[config.mk]
export PLATFORM = sky130hd
export DESIGN_NAME = branch_predictor
export DESIGN_NICKNAME = d
export VERILOG_FILES = /design/src/rtl/branch_predictor_pkg.sv /design/src/rtl/sat_counter2.sv /design/src/rtl/branch_predictor.sv
export SDC_FILE = /design/constraint.sdc
export NUM_CORES = 2
export LEC_CHECK = 0
export CORE_ASPECT_RATIO = 1.4
export CORE_MARGIN = 10
export CORE_UTILIZATION = 29
export DETAILED_ROUTE_END_ITERATION = 7
export DONT_BUFFER_PORTS = 1
export PLACE_DENSITY = 0.46
export SETUP_SLACK_MARGIN = 0.5
export SYNTH_ARGS = -nofsm -noshare
export SYNTH_HDL_FRONTEND = slang
export SYNTH_SLANG_ARGS = --single-unit
[constraint.sdc]
create_clock -name clk -period 33.2 [get_ports clk]
set_input_delay 3.32 -clock clk [delete_from_list [all_inputs] [get_ports clk]]
set_output_delay 3.32 -clock clk [all_outputs]
set_load 0.05 [all_outputs]
[src/rtl/branch_predictor_pkg.sv]
// Shared types and constants for the branch predictor slice.
// No logic; counter state encodings and default widths only.
// Imported by branch_predictor and sat_counter2.
package branch_predictor_pkg;

    localparam int DATA_WIDTH_DEF = 32;
    localparam int IDX_W_DEF      = 4;

    typedef logic [1:0] ctr_t;

    // 2-bit direction counter encodings: MSB set means predict taken
    localparam ctr_t CTR_SNT = 2'b00;
    localparam ctr_t CTR_WNT = 2'b01;
    localparam ctr_t CTR_WT  = 2'b10;
    localparam ctr_t CTR_ST  = 2'b11;

endpackage

[src/rtl/sat_counter2.sv]
// 2-bit saturating up/down counter next-state logic with parallel load.
// Latency: purely combinational, zero cycles.
// Backpressure: none; caller decides when the result is written.
module sat_counter2
    import branch_predictor_pkg::*;
(
    input  ctr_t ctr_cur,
    input  logic inc,
    input  logic load,
    input  ctr_t load_val,
    output ctr_t ctr_nxt
);

    // Load wins; otherwise step toward the outcome, clamping at both ends
    always_comb begin
        ctr_nxt = ctr_cur;
        if (load) begin
            ctr_nxt = load_val;
        end else if (inc) begin
            if (ctr_cur != CTR_ST) ctr_nxt = ctr_cur + 2'd1;
        end else begin
            if (ctr_cur != CTR_SNT) ctr_nxt = ctr_cur - 2'd1;
        end
    end

endmodule

[src/rtl/branch_predictor.sv]
// Direct-mapped BTB with 2-bit counters: IF lookup, EX resolve/update, perf counters.
// Latency: lookup and mispredict are combinational; table update lands on the next edge.
// Backpressure: none; one lookup and one update accepted every cycle.
module branch_predictor
    import branch_predictor_pkg::*;
#(
    parameter int DATA_WIDTH = DATA_WIDTH_DEF,
    parameter int IDX_W      = IDX_W_DEF
)
(
    input  logic                  clk,
    input  logic                  rst,
    input  logic [DATA_WIDTH-1:0] if_pc,
    output logic                  pred_taken,
    output logic [DATA_WIDTH-1:0] pred_target,
    input  logic                  ex_valid,
    input  logic [DATA_WIDTH-1:0] ex_pc,
    input  logic                  ex_is_branch,
    input  logic                  ex_is_jal,
    input  logic                  ex_taken,
    input  logic [DATA_WIDTH-1:0] ex_target,
    input  logic                  ex_pred_taken,
    input  logic [DATA_WIDTH-1:0] ex_pred_target,
    output logic                  mispredict,
    output logic [DATA_WIDTH-1:0] redirect_pc,
    output logic [31:0]           br_cnt,
    output logic [31:0]           mp_cnt
);

    localparam int ENTRIES = 2**IDX_W;
    localparam int TAG_W   = DATA_WIDTH - IDX_W - 2;

    logic [ENTRIES-1:0]    valid_q;
    logic [TAG_W-1:0]      tag_q [ENTRIES];
    logic [DATA_WIDTH-1:0] tgt_q [ENTRIES];
    ctr_t                  ctr_q [ENTRIES];

    logic [IDX_W-1:0] if_idx;
    logic [TAG_W-1:0] if_tag;
    logic             if_hit;

    logic [IDX_W-1:0] ex_idx;
    logic [TAG_W-1:0] ex_tag;
    logic             ex_hit;
    logic             upd;
    logic             entry_we;
    logic             tgt_we;
    logic             ctr_load;
    ctr_t             ctr_load_val;
    ctr_t             ctr_nxt;

    assign if_idx = if_pc[IDX_W+1:2];
    assign if_tag = if_pc[DATA_WIDTH-1:IDX_W+2];
    assign ex_idx = ex_pc[IDX_W+1:2];
    assign ex_tag = ex_pc[DATA_WIDTH-1:IDX_W+2];

    // Fetch-side lookup reads registered state only, so a same-cycle update is not bypassed
    always_comb begin
        if_hit      = valid_q[if_idx] && (tag_q[if_idx] == if_tag);
        pred_taken  = if_hit && ctr_q[if_idx][1];
        pred_target = pred_taken ? tgt_q[if_idx] : if_pc + DATA_WIDTH'(4);
    end

    // Execute-side resolve: compare carried prediction against the real outcome
    always_comb begin
        upd         = ex_valid && (ex_is_branch || ex_is_jal);
        mispredict  = upd && ((ex_pred_taken != ex_taken) ||
                              (ex_taken && (ex_pred_target != ex_target)));
        redirect_pc = ex_taken ? ex_target : ex_pc + DATA_WIDTH'(4);
    end

    // Update decode: jal forces strong-taken; a miss only allocates when taken
    always_comb begin
        ex_hit       = valid_q[ex_idx] && (tag_q[ex_idx] == ex_tag);
        entry_we     = upd && (ex_hit || ex_taken);
        tgt_we       = upd && (ex_taken || (ex_hit && ex_is_jal));
        ctr_load     = ex_is_jal || !ex_hit;
        ctr_load_val = ex_is_jal ? CTR_ST : CTR_WT;
    end

    sat_counter2 u_sat_counter2 (
        .ctr_cur  (ctr_q[ex_idx]),
        .inc      (ex_taken),
        .load     (ctr_load),
        .load_val (ctr_load_val),
        .ctr_nxt  (ctr_nxt)
    );

    // Table write; reset clears everything, so an update in flight during reset is dropped
    always_ff @(posedge clk or posedge rst) begin
        if (rst) begin
            valid_q <= '0;
            for (int i = 0; i < ENTRIES; i++) begin
                tag_q[i] <= '0;
                tgt_q[i] <= '0;
                ctr_q[i] <= CTR_WNT;
            end
        end else begin
            if (entry_we) begin
                valid_q[ex_idx] <= 1'b1;
                tag_q[ex_idx]   <= ex_tag;
                ctr_q[ex_idx]   <= ctr_nxt;
            end
            if (tgt_we) begin
                tgt_q[ex_idx] <= ex_target;
            end
        end
    end

    // Performance counters: every resolved control transfer, and those that flushed
    always_ff @(posedge clk or posedge rst) begin
        if (rst) begin
            br_cnt <= '0;
            mp_cnt <= '0;
        end else if (upd) begin
            br_cnt <= br_cnt + 32'd1;
            if (mispredict) mp_cnt <= mp_cnt + 32'd1;
        end
    end

endmodule

== Word-level counts from Yosys, hierarchy flattened ==
Cells that the tools add are included.

* Div/mod/pow operators: 0
* Reduce and logical (&&, ||, !) cells: 19
* Mux-type cells: 37
* Bitwise operators: 3
* Add/subtract/negate cells: 6
* Multipliers: 0
* $lt $le $gt $ge: 6
* Eq/ne operators: 5
* Shifts and indexed selects: 0

{| class="wikitable"
|+ Operators by type and width
! cell !! count
|-
| bitwise mux 512 bit || 1
|-
| bitwise mux 416 bit || 1
|-
| binary-select mux 26 bit (select 4 bit) || 2
|-
| 2-to-1 mux 32 bit || 5
|-
| 2-to-1 mux 26 bit || 5
|-
| binary-select mux 32 bit (select 4 bit) || 1
|-
| demux 32 bit (select 4 bit) || 1
|-
| demux 26 bit (select 4 bit) || 1
|-
| adder 32 x 1 -> 32 bit, second input constant || 2
|-
| adder 32 x 3 -> 32 bit, second input constant || 2
|-
| equality test 26 bit || 2
|-
| bitwise mux 32 bit || 1
|-
| inequality test 32 bit || 1
|-
| 2-to-1 mux 2 bit || 9
|-
| binary-select mux 2 bit (select 4 bit) || 2
|-
| bitwise OR 16 bit || 1
|-
| logical AND 1 bit || 11
|-
| greater-or-equal comparator 5 bit, second input constant || 2
|-
| < comparator 4 x 5 -> 1 bit, second input constant || 2
|-
| NOT 4 -> 5 bit || 2
|-
| binary-select mux 1 bit (select 4 bit) || 2
|-
| demux 2 bit (select 4 bit) || 1
|-
| logical OR 1 bit || 5
|-
| < comparator 5 x 1 -> 1 bit, second input constant || 1
|-
| 10 further kinds || 13
|}

* Register bits after elaboration: 1040
* Bits in read-only memories: 0
* Memory bits (writable): 0
* Output and inout bits: 130
* Bits in latches: 0
* Input bits: 135
* Memories: 0

== Longest topological paths before layout ==
* Depth after elaboration: 10
* Mapped depth: 16
* Gate-level depth less buffers: 10

== Cells and area by module ==
From an unflattened synthesis, not the netlist that was laid out.

* Cell total of the unflattened synthesis: 4044
* Area total of the unflattened synthesis: 52635.5 um^2

{| class="wikitable"
|+ Modules (own cells, without submodules)
! module !! instances !! area an instance (um^2) !! cells each
|-
| branch_predictor || 1 || 52589.2 || 4037
|-
| sat_counter2 || 1 || 46.3 || 7
|}

== Worst setup path after synthesis ==
OpenSTA, ideal clock, no wires.

* Path type: input to output
* Start: input port if_pc[2]
* End: output port pred_target[2]
* Arrival time: 7.150 ns
* Stages on the path: 11
* Path slack: 22.730 ns
* Required time: 29.880 ns
* Path through: buf_2 > buf_2 > buf_2 > buf_2 > mux4_2 > mux4_2 > xnor2_1 > nand4_1 > nor4_4 > buf_2 > o21ai_0

* Longest elaborated chain between the ends: 8
* Elaborated cells on any way between the ends: 17
* Classes of those cells: add/sub (1); eq/ne (1); mux (12); bitwise (1); reduce/logical (2)

{| class="wikitable"
|+ RTL lines
! element !! RTL line !! RTL
|-
| start: declaration || branch_predictor.sv:13 || <nowiki>input logic [DATA_WIDTH-1:0] if_pc,</nowiki>
|-
| NOT 4 -> 5 bit (implied by the code) || branch_predictor.sv:59, branch_predictor.sv:60 ||
|-
| binary-select mux 26 bit (select 4 bit) || branch_predictor.sv:59 || <nowiki>if_hit = valid_q[if_idx] && (tag_q[if_idx] == if_tag);</nowiki>
|-
| 2-to-1 mux 26 bit (implied by the code) (2 in a row) || branch_predictor.sv:59 ||
|-
| equality test 26 bit || branch_predictor.sv:59 ||
|-
| logical AND 1 bit || branch_predictor.sv:59 ||
|-
| logical AND 1 bit (*) || branch_predictor.sv:60 || <nowiki>pred_taken = if_hit && ctr_q[if_idx][1];</nowiki>
|-
| named net pred_taken || branch_predictor.sv:14 || <nowiki>output logic pred_taken,</nowiki>
|-
| 2-to-1 mux 32 bit (*) || branch_predictor.sv:61 || <nowiki>pred_target = pred_taken ? tgt_q[if_idx] : if_pc + DATA_WIDTH'(4);</nowiki>
|-
| end: declaration || branch_predictor.sv:15 || <nowiki>output logic [DATA_WIDTH-1:0] pred_target,</nowiki>
|}

The timed path passes the listed nets; every way through them passes the cells marked *. The select of a mux whose other input is x is not followed.

== Final worst setup path ==
* Start: input port if_pc[2]
* End: output port pred_target[12]

The elaborated chain is that of the path after synthesis.

==> run metrics <==
fmax a little over 90 MHz; crit path max fanout 246; hold path depth 2; main flop type after synthesis dfrtp_1; asr flop ratio synth 1.00; top cell type's share of synthesized area 0.463; Startpoint Class primary input; GRT overflow 0; largest family of logic cells by synthesized area multiplexers; peak supply drop 0.0505 mV; gp weighted congestion 0.860; worst-margin pin slew roughly 1.1 ns; Starting Density 0.292; final setup fails 0; unrepaired setup endpoints after global routing false; CTS Buffer Depth 3; Final TNS setup 0 ns; R2R setup slack roughly 27 ns; Synth Area in Adders 0.00195; Die Y ~540 µm; GRT Total Usage 0.174; DR DRC count 0; total die area 209000 µm²; Final Skew 0.0784 ns; Post-Syn Area 55300 µm²; Compound-Gate Fraction of Synth Area 0.0271; Yosys Warn Count 0; Cell Pwr Density 58.2 nW/µm²; first-pass iteration count of the detailed router 5; CTS buffer count roughly 110; I/O pins 265; H-tree levels 3; status complete, no violations; Mapped Avg Cell Area 14.8 µm²; Root Buffer clkbuf_16; first-pass GRT wire length 267 mm; Hold Crit Start ctr_q[0]$_DFFE_PP1P_; Seq/Total Area, Yosys 0.471; setup bufs post-CTS 0; Worst slew margin 0.252; kind of critical path primary input to output port; most frequent cells in the layout 1024 x dfrtp_1, 673 x mux2_2, 380 x mux4_2; CTS tree yes; Reg clk slew, reported paths about 0.060 ns; Hold Buf Count CTS 0; layout cells sized above 1 0.423; Seq cells post-synth 1040; clock sink total ~1.0k; Post-layout nets 3680; max cap viols 0; EDFF count, synth 0; worst reg2reg path startpoint tag_q[211]$_DFFE_PP0P_; Routed Wire Length 186 mm; post-synth net total approximately 3.9k; Synth Area in Simple Gates 0.0473; row cnt 189; Routed WL per cell 30.4 µm; total core area 190000 µm²; Detailed Place HPWL 115 mm; Worst-Skew Late Latency about 0.76 ns; Gate Count Post-Synth 3742; DR vias 32.7k; post_cts resized 0; Final Cell Area 60100 µm²; crit end category output port; Final period util 0.330; Iter 0 DRT Violations approximately 2k; RR Endpoint tag_q[402]$_DFFE_PP0P_; Netlist cell types slightly below 90; placed cell area 56400 µm²; Area growth syn-to-layout 8.61%; Fin. Hold Viols 0; multiplexer share of the synthesized area 0.375; Post-Synth XOR/XNOR Area 0.0321; crit path DAT 7.64 ns; largest cells by area after synthesis dfrtp_1 46%, mux4_2 15%, mux2_2 14%, mux2_4 4.9%, xnor2_1 2.1%; initial antenna violation count 6; fin. max-slew vios 0; largest area contributor in the netlist dfrtp_1; commonest non-fill, non-tap cell in the layout dfrtp_1; vias in the first global route 34.4k; Pleak about 26 nW; remaining antenna violation count 0; WHS Endpoint ctr_q[0]$_DFFE_PP1P_; number of port buffers 0; R2R depth 11; Req. time, crit path 29.88 ns; Final Critical Period roughly 11 ns; via/cell ratio between 5 and 6; Hold Path Class flop to flop; largest net degree at the start of global routing 247; Min Hold Slack 0.475 ns; chip width just under 400 µm
==> critical path: stages <==
cell,delay (ns)
mux4_2,0.62
mux4_2,0.58
xnor2_1,0.44
nand2_1,0.10
or4_1,0.56
nor4_4,0.26
buf_4,0.70
nand2_1,0.14
o21ai_1,0.57
==> Yosys cell counts, drive strengths merged, types with 7 or more instances <==
cell type and number:
o21ai 72, xor2 73, dfrtp 1024, nor2b 11, mux4 383, nor4 12, and3 57, nand4 25
or3 10, nor2 75, and2 19, or2 19, buf 193, clkbuf 165, a31oi 20, inv 27
dfstp 16, mux2i 77, a22oi 21, xnor2 130, o22ai 15, a2bb2oi 20, ha 7, nand3 71
nand2 154, mux2 948, nor3 18
==> state kept, by name, indices dropped and copies added, names as in the netlist <==
signal,count
br_cnt,32
ctr_q,32
mp_cnt,32
tag_q,416
tgt_q,512
valid_q,16
==> metrics by stage <==
stage | std cells | setup WS (ns) | power [mW] | utilization
after floorplan | 3742 | 0.636 | 2.13 | -
after global placement | 5913 | 22.60 | 2.24 | 0.298
after detailed placement | 5913 | 22.51 | 2.25 | 0.298
after CTS | 6109 | 22.53 | 3.54 | 0.317
after global routing | 6110 | 22.15 | 3.64 | 0.317
final | 6112 | 22.24 | 3.50 | 0.317
==> how the worst max path moves through the flow <==
stage / cells past startpoint / to / startpoint / slack, ns
2_1_floorplan: 1 / br_cnt[0]$_DFFE_PP0P_ / rst / 0.64
3_5_place_dp: 9 / pred_target[12] / if_pc[2] / 22.51
5_1_grt: 9 / pred_target[17] / if_pc[2] / 22.15
3_3_place_gp: 9 / pred_target[17] / if_pc[2] / 22.60
6_report: 9 / pred_target[12] / if_pc[2] / 22.24
4_1_cts: 9 / pred_target[12] / if_pc[2] / 22.53
==> per-layer routing <==
metal / share of wire / GRT usage / vias up
li1: - / - / 13500
met1: 0.42 / 0.217 / 18000
met2: 0.49 / 0.300 / 891
met3: 0.061 / 0.0397 / 231
met4: 0.028 / 0.0523 / 2
met5: 0.000070 / 0 / -
==> kinds of logic (layout without fill, tap and decap cells) <==
family	count (synthesis)	count (layout)
XOR/XNOR	203	203
AND/OR/NAND/NOR	485	485
flip-flops	1040	1040
adder cells (fa/ha/maj)	9	9
buffers and inverters	385	269
other	0	3
AO/OA/AOI/OAI	212	212
multiplexers	1408	1408
==> cell type report <==
type,instances,area [µm²]
multi-input combinational,2317,26800
fill,18600,130000
tap,2483,3110
clock buffer,153,3050
antenna,3,7.51
clock inverter,43,577
inverter,27,109
timing repair buffer,46,345
sequential,1040,26000
==> where the power goes <==
part,internal (mW),switching [mW]
Sequential,1.47,0.169
Clock,0.713,0.558
Combinational,0.354,0.227
Note: power is estimated with default switching activity, not from simulation.
